### config.mk
export PLATFORM = sky130hd
export DESIGN_NAME = dmem_resp
export DESIGN_NICKNAME = d
export VERILOG_FILES = /design/src/rtl/dmem_resp_pkg.sv /design/src/rtl/dmem_array.sv /design/src/rtl/dmem_dffer.sv /design/src/rtl/dmem_resp.sv
export SDC_FILE = /design/constraint.sdc
export NUM_CORES = 2
export LEC_CHECK = 0
export CAP_MARGIN = 20
export CORE_ASPECT_RATIO = 0.6
export CORE_UTILIZATION = 45
export CTS_CLUSTER_DIAMETER = 30
export DETAILED_ROUTE_END_ITERATION = 12
export PLACE_DENSITY = 0.6
export SLEW_MARGIN = 10
export SYNTH_ARGS = -nofsm -noshare
export SYNTH_HDL_FRONTEND = slang
export SYNTH_SLANG_ARGS = --single-unit
### constraint.sdc
create_clock -name clk -period 4.5 [get_ports clk]
set_clock_uncertainty 0.2 [all_clocks]
set_input_delay 0.9 -clock clk [delete_from_list [all_inputs] [get_ports clk]]
set_output_delay 0.9 -clock clk [all_outputs]
set_load 0.005 [all_outputs]
### src/rtl/dmem_resp_pkg.sv
// Shared types and defaults for the data-memory response block:
// FSM state encoding, default geometry/latency and an alignment helper.
package dmem_resp_pkg;

   localparam int DMEM_DEPTH_DEF   = 64;
   localparam int DMEM_LATENCY_DEF = 2;

   typedef enum logic [1:0] {
      S_IDLE = 2'd0,
      S_WAIT = 2'd1,
      S_DONE = 2'd2
   } dmem_state_e;

   function automatic logic is_misaligned(input logic [1:0] lsb);
      return lsb != 2'b00;
   endfunction

endpackage

### src/rtl/dmem_array.sv
// Word-addressed storage: synchronous write, registered read, no reset.
module dmem_array #(
   parameter int DEPTH = 64,
   parameter int AW    = $clog2(DEPTH)
) (
   input  logic          clk,
   input  logic          we_i,
   input  logic          re_i,
   input  logic [AW-1:0] idx_i,
   input  logic [31:0]   wdata_i,
   output logic [31:0]   rdata_o
);

   logic [31:0] mem_q [DEPTH];
   logic [31:0] rdata_q;

   always_ff @(posedge clk) begin
      if (we_i) begin
         mem_q[idx_i] <= wdata_i;
      end
      if (re_i) begin
         rdata_q <= mem_q[idx_i];
      end
   end

   assign rdata_o = rdata_q;

endmodule

### src/rtl/dmem_dffer.sv
// Flop with enable and asynchronous active-high reset to zero.
module dmem_dffer #(
   parameter int W = 1
) (
   input  logic         clk,
   input  logic         rst,
   input  logic         en_i,
   input  logic [W-1:0] d_i,
   output logic [W-1:0] q_o
);

   always_ff @(posedge clk or posedge rst) begin
      if (rst) begin
         q_o <= '0;
      end else if (en_i) begin
         q_o <= d_i;
      end
   end

endmodule

### src/rtl/dmem_resp.sv
// Fixed-latency data memory for the M stage: captures one request, waits
// LATENCY cycles, then completes with a one-cycle MemReadyM pulse.
module dmem_resp
   import dmem_resp_pkg::*;
#(
   parameter int DEPTH   = DMEM_DEPTH_DEF,
   parameter int LATENCY = DMEM_LATENCY_DEF
) (
   input  logic        clk,
   input  logic        reset,
   input  logic        MemReqM,
   input  logic        MemWriteM,
   input  logic [31:0] ALUOutM,
   input  logic [31:0] WriteDataM,
   output logic [31:0] ReadDataM,
   output logic        MemReadyM,
   output logic        MemErrM,
   output logic        MemStallM,
   output dmem_state_e dbg_state_o
);

   localparam int         AW       = $clog2(DEPTH);
   localparam int         CW       = AW + 35;
   localparam logic [2:0] CNT_LOAD = 3'(LATENCY - 1);

   dmem_state_e   state_q, state_d;
   logic [2:0]    cnt_q, cnt_d;
   logic          rd_sel_q, rd_sel_d;
   logic          capture_en;
   logic          access_en;
   logic          misalign;
   logic [CW-1:0] cap_d, cap_q;
   logic          wr_q;
   logic [AW+1:0] addr_q;
   logic [31:0]   wdata_q;
   logic [31:0]   arr_rdata;
   logic          unused_addr_hi;

   // Address bits above the array wrap are intentionally dropped.
   assign unused_addr_hi = ^ALUOutM[31:AW+2];

   assign capture_en = (state_q == S_IDLE) && MemReqM;
   assign cap_d      = {MemWriteM, ALUOutM[AW+1:0], WriteDataM};
   assign {wr_q, addr_q, wdata_q} = cap_q;

   dmem_dffer #(.W(CW)) u_capture (
      .clk  (clk),
      .rst  (reset),
      .en_i (capture_en),
      .d_i  (cap_d),
      .q_o  (cap_q)
   );

   assign misalign  = is_misaligned(addr_q[1:0]);
   assign access_en = (state_q == S_WAIT) && (cnt_q == 3'd0);

   dmem_array #(.DEPTH(DEPTH), .AW(AW)) u_array (
      .clk     (clk),
      .we_i    (access_en && wr_q && !misalign),
      .re_i    (access_en && !wr_q && !misalign),
      .idx_i   (addr_q[AW+1:2]),
      .wdata_i (wdata_q),
      .rdata_o (arr_rdata)
   );

   always_comb begin
      state_d  = state_q;
      cnt_d    = cnt_q;
      rd_sel_d = rd_sel_q;
      case (state_q)
         S_IDLE: begin
            if (MemReqM) begin
               state_d = S_WAIT;
               cnt_d   = CNT_LOAD;
            end
         end
         S_WAIT: begin
            if (cnt_q == 3'd0) begin
               state_d = S_DONE;
               // A misaligned load blanks the output until the next load.
               if (!wr_q) begin
                  rd_sel_d = !misalign;
               end
            end else begin
               cnt_d = cnt_q - 3'd1;
            end
         end
         S_DONE:  state_d = S_IDLE;
         default: state_d = S_IDLE;
      endcase
   end

   always_ff @(posedge clk or posedge reset) begin
      if (reset) begin
         state_q  <= S_IDLE;
         cnt_q    <= 3'd0;
         rd_sel_q <= 1'b0;
      end else begin
         state_q  <= state_d;
         cnt_q    <= cnt_d;
         rd_sel_q <= rd_sel_d;
      end
   end

   assign MemReadyM   = (state_q == S_DONE);
   assign MemErrM     = MemReadyM && misalign;
   assign MemStallM   = MemReqM && !MemReadyM;
   assign ReadDataM   = rd_sel_q ? arr_rdata : 32'h0;
   assign dbg_state_o = state_q;

endmodule

==> reports/metrics.csv <==
stage;metric;value;unit
place;DP HPWL;158100;microns
critical_path;CP arrival;4.35;ns
timing;RSZ-0062 raised after global routing;no;
synthesis;FF+latch count, synth;2127;
floorplanning;row cnt;119;
route;number of nets still failing antenna checks after routing;0;
timing;Final WS setup;0.4761;ns
timing;Pins Over Slew Limit;0;
timing;# setup viols final;0;
finish;Finished Core Util;54.67;%
critical_path;critical path, cell by cell;buf_4 > and2_2 > a22oi_1 > o22ai_1 > or4_1 > nor3_1 > nand4_1;
finish;P&R area growth vs syn;19.93;%
place;Final Wtd Congestion;0.8827;
synthesis;syn avg cell area;17.80;sq um
status;outcome;completed;
clock_tree;clk buf depth;4;
critical_path;reg2reg setup slack;0.48;ns
clock_tree;clk slew on worst S/H paths;0.06;ns
power_and_ir_drop;P per Cell Area;725.1;nW/um^2
synthesis;ranking of synthesized cells by area;edfxtp_1 (78%), a22oi_1 (3.8%), a221oi_1 (3.2%);
critical_path;WP data required;4.83;ns
timing;crit path time final;4.024;ns
floorplanning;I/O pin count;105;
run;max cap viols;0;
timing;Max Clk Rate;0.2485;GHz
critical_path;RR Endpoint;u_array.rdata_o[21]$_DFFE_PP_;
clock_tree;setup repair bufs after CTS;0;
synthesis;most common cell in the netlist;edfxtp_1;
critical_path;delay-heaviest family, CP;simple AND/OR/NAND/NOR gates;
synthesis;post-synthesis sequential area ratio;79.12;%
critical_path;worst stage delay on the critical path;0.72;ns
clock_tree;CTS Sinks;2127;
clock_tree;Post-CTS Hold Buffers;0;
synthesis;Yosys warnings;0;
route;# DRC;0;
clock_tree;CTS tree;built;
place;IO Port Bufs;80;
synthesis;number of flops mapped to enable cells by yosys;2080;
synthesis;synthesized net count;4589;
route;first-iteration detailed-routing DRC count;8550;
synthesis;top_reg_cell synth;edfxtp_1;
hold_path;worst min-delay path category;in2async;
synthesis;Synth area leader;edfxtp_1;
place;pre-CTS WS;0.5393;ns
synthesis;Async S/R FF share, synth;2.210;%
critical_path;CP max stage cell;dfrtp_4;
critical_path;startpoint types;flop;
critical_path;Buf/Inv on CP;1;
timing;setup TNS;0;ns
power_and_ir_drop;leakage;0.03078;uW
clock_tree;CTS buffer count;284;
synthesis;count of cell types in the netlist;56;
floorplanning;Die X;547.8;microns
synthesis;Gate Count Post-Synth;4519;
critical_path;Reg-to-Reg Start;u_capture.q_o[35]$_DFFE_PP0P_;
timing;Tcrit/Tclk final;89.42;%
floorplanning;Starting Density;45.59;%
critical_path;CP endpoint kind;flop;
floorplanning;Die H;329.5;microns
power_and_ir_drop;Worst IR Drop VDD;0.4912;mV
clock_tree;Root Driver;clkbuf_16;
floorplanning;die area;180500;sq um
synthesis;most frequent cells after synthesis;edfxtp_1 (2080), a22oi_1 (406), a221oi_1 (296), nor2_1 (193), clkbuf_1 (158);
floorplanning;core area;176400;sq um
timing;final hold slack;0.2454;ns
clock_tree;CTS H-tree depth;5;
global_routing;first-pass GRT wire length;361800;microns
timing;final hold vios;0;
global_routing;vias in the first global route;45594;
synthesis;share of the synthesized area in the top cell type;77.65;%
route;DR vias;49183;
global_routing;gr ovfl total;0;
timing;max_slew headroom;19.79;%
finish;Final nets;4991;
critical_path;Max FO, Critical Path;31;
global_routing;initial antenna violation count;20;
timing;worst-margin pin slew;1.201;ns
global_routing;all-layer global routing usage;28.68;%
critical_path;FF-to-FF path depth;7;
critical_path;critical path class;reg2reg;
route;Routed WL per cell;34.86;microns
route;Post-Route WL;261800;microns
clock_tree;clock latency on the worst-skew pair;0.84;ns
global_routing;largest net degree at the start of global routing;79;
route;vias per cell;6.548;
clock_tree;post_cts resized;0;
finish;layout cells sized above 1;22.04;%
route;Initial DRT Pass Iterations;8;
synthesis;Post-Syn Area;80430;sq um
==> sequential cells by signal (all words and copies together), names as in the netlist <==
register,cells
u_array.rdata_o,32
u_capture.q_o,41
u_array.mem_q,2048
dbg_state_o,2
cnt_q,3
rd_sel_q,1
==> layer usage <==
metal | vias to the layer above | track usage [%] | routed length (microns)
li1 | 19797 | - | -
met1 | 25323 | 44.00 | 109600
met2 | 3644 | 38.65 | 106100
met3 | 407 | 9.812 | 39910
met4 | 12 | 7.199 | 6127
met5 | - | 0.2821 | 133
==> cell families after synthesis <==
logic type,Yosys count,synth area share [%]
DFF,2127,79.12
AOI/OAI and AO/OA,1314,12.07
and+or+nand+nor,456,2.714
buffers and inverters,346,1.966
muxes,274,4.097
adders and majority gates,2,0.03111
==> placed cells by master (no fill, tap or decap), drive strengths merged, types with 77 or more instances in the layout <==
cell	count
o22ai	93
mux2i	129
o21ai	149
nor2	193
edfxtp	2080
a21oi	149
clkdlybuf4s50	80
a221oi	309
clkbuf	305
mux2	112
a22oi	406
buf	373
clkinv	82
nand2	77
==> layout make-up <==
type | instances | area [sq um]
tap | 2359 | 2952
inverter | 8 | 33.78
timing repair buffer | 454 | 4317
fill | 13615 | 79980
multi-input combinational | 2046 | 15850
antenna | 12 | 30.03
clock inverter | 201 | 2325
sequential | 2127 | 63690
clock buffer | 304 | 7267
==> per-stage QoR <==
step / instances / total power (uW) / instance area (sq um)
global route: 7500 / 71770 / 96440
finish: 7511 / 69950 / 96460
detailed placement: 6991 / 46750 / 86790
floorplan: 4519 / 36700 / 80440
CTS: 7496 / 69390 / 96380
global placement: 6989 / 46420 / 86760
==> power by group <==
part	internal, uW	leakage [uW]	switching (uW)	total (uW)
registers	25100	0.0192	711	25800
logic	6150	0.00695	15100	21300
clock network	13800	0.00459	9010	22800
total	45100	0.0308	24900	69900
==> how the worst max path moves through the flow <==
stage,start,end,slack [ns],cells after the start
after floorplan,u_capture.q_o[36]$_DFFE_PP0P_,u_array.mem_q[17][0]$_DFFE_PP_,0.77,7
after global placement,u_capture.q_o[35]$_DFFE_PP0P_,u_array.rdata_o[24]$_DFFE_PP_,0.61,9
after detailed placement,u_capture.q_o[35]$_DFFE_PP0P_,u_array.rdata_o[24]$_DFFE_PP_,0.54,9
after CTS,u_capture.q_o[35]$_DFFE_PP0P_,u_array.rdata_o[24]$_DFFE_PP_,0.52,9
after global routing,u_capture.q_o[36]$_DFFE_PP0P_,u_array.rdata_o[31]$_DFFE_PP_,0.35,9
final,u_capture.q_o[35]$_DFFE_PP0P_,u_array.rdata_o[21]$_DFFE_PP_,0.48,7
No activity file was read; power rests on OpenSTA's default activity.
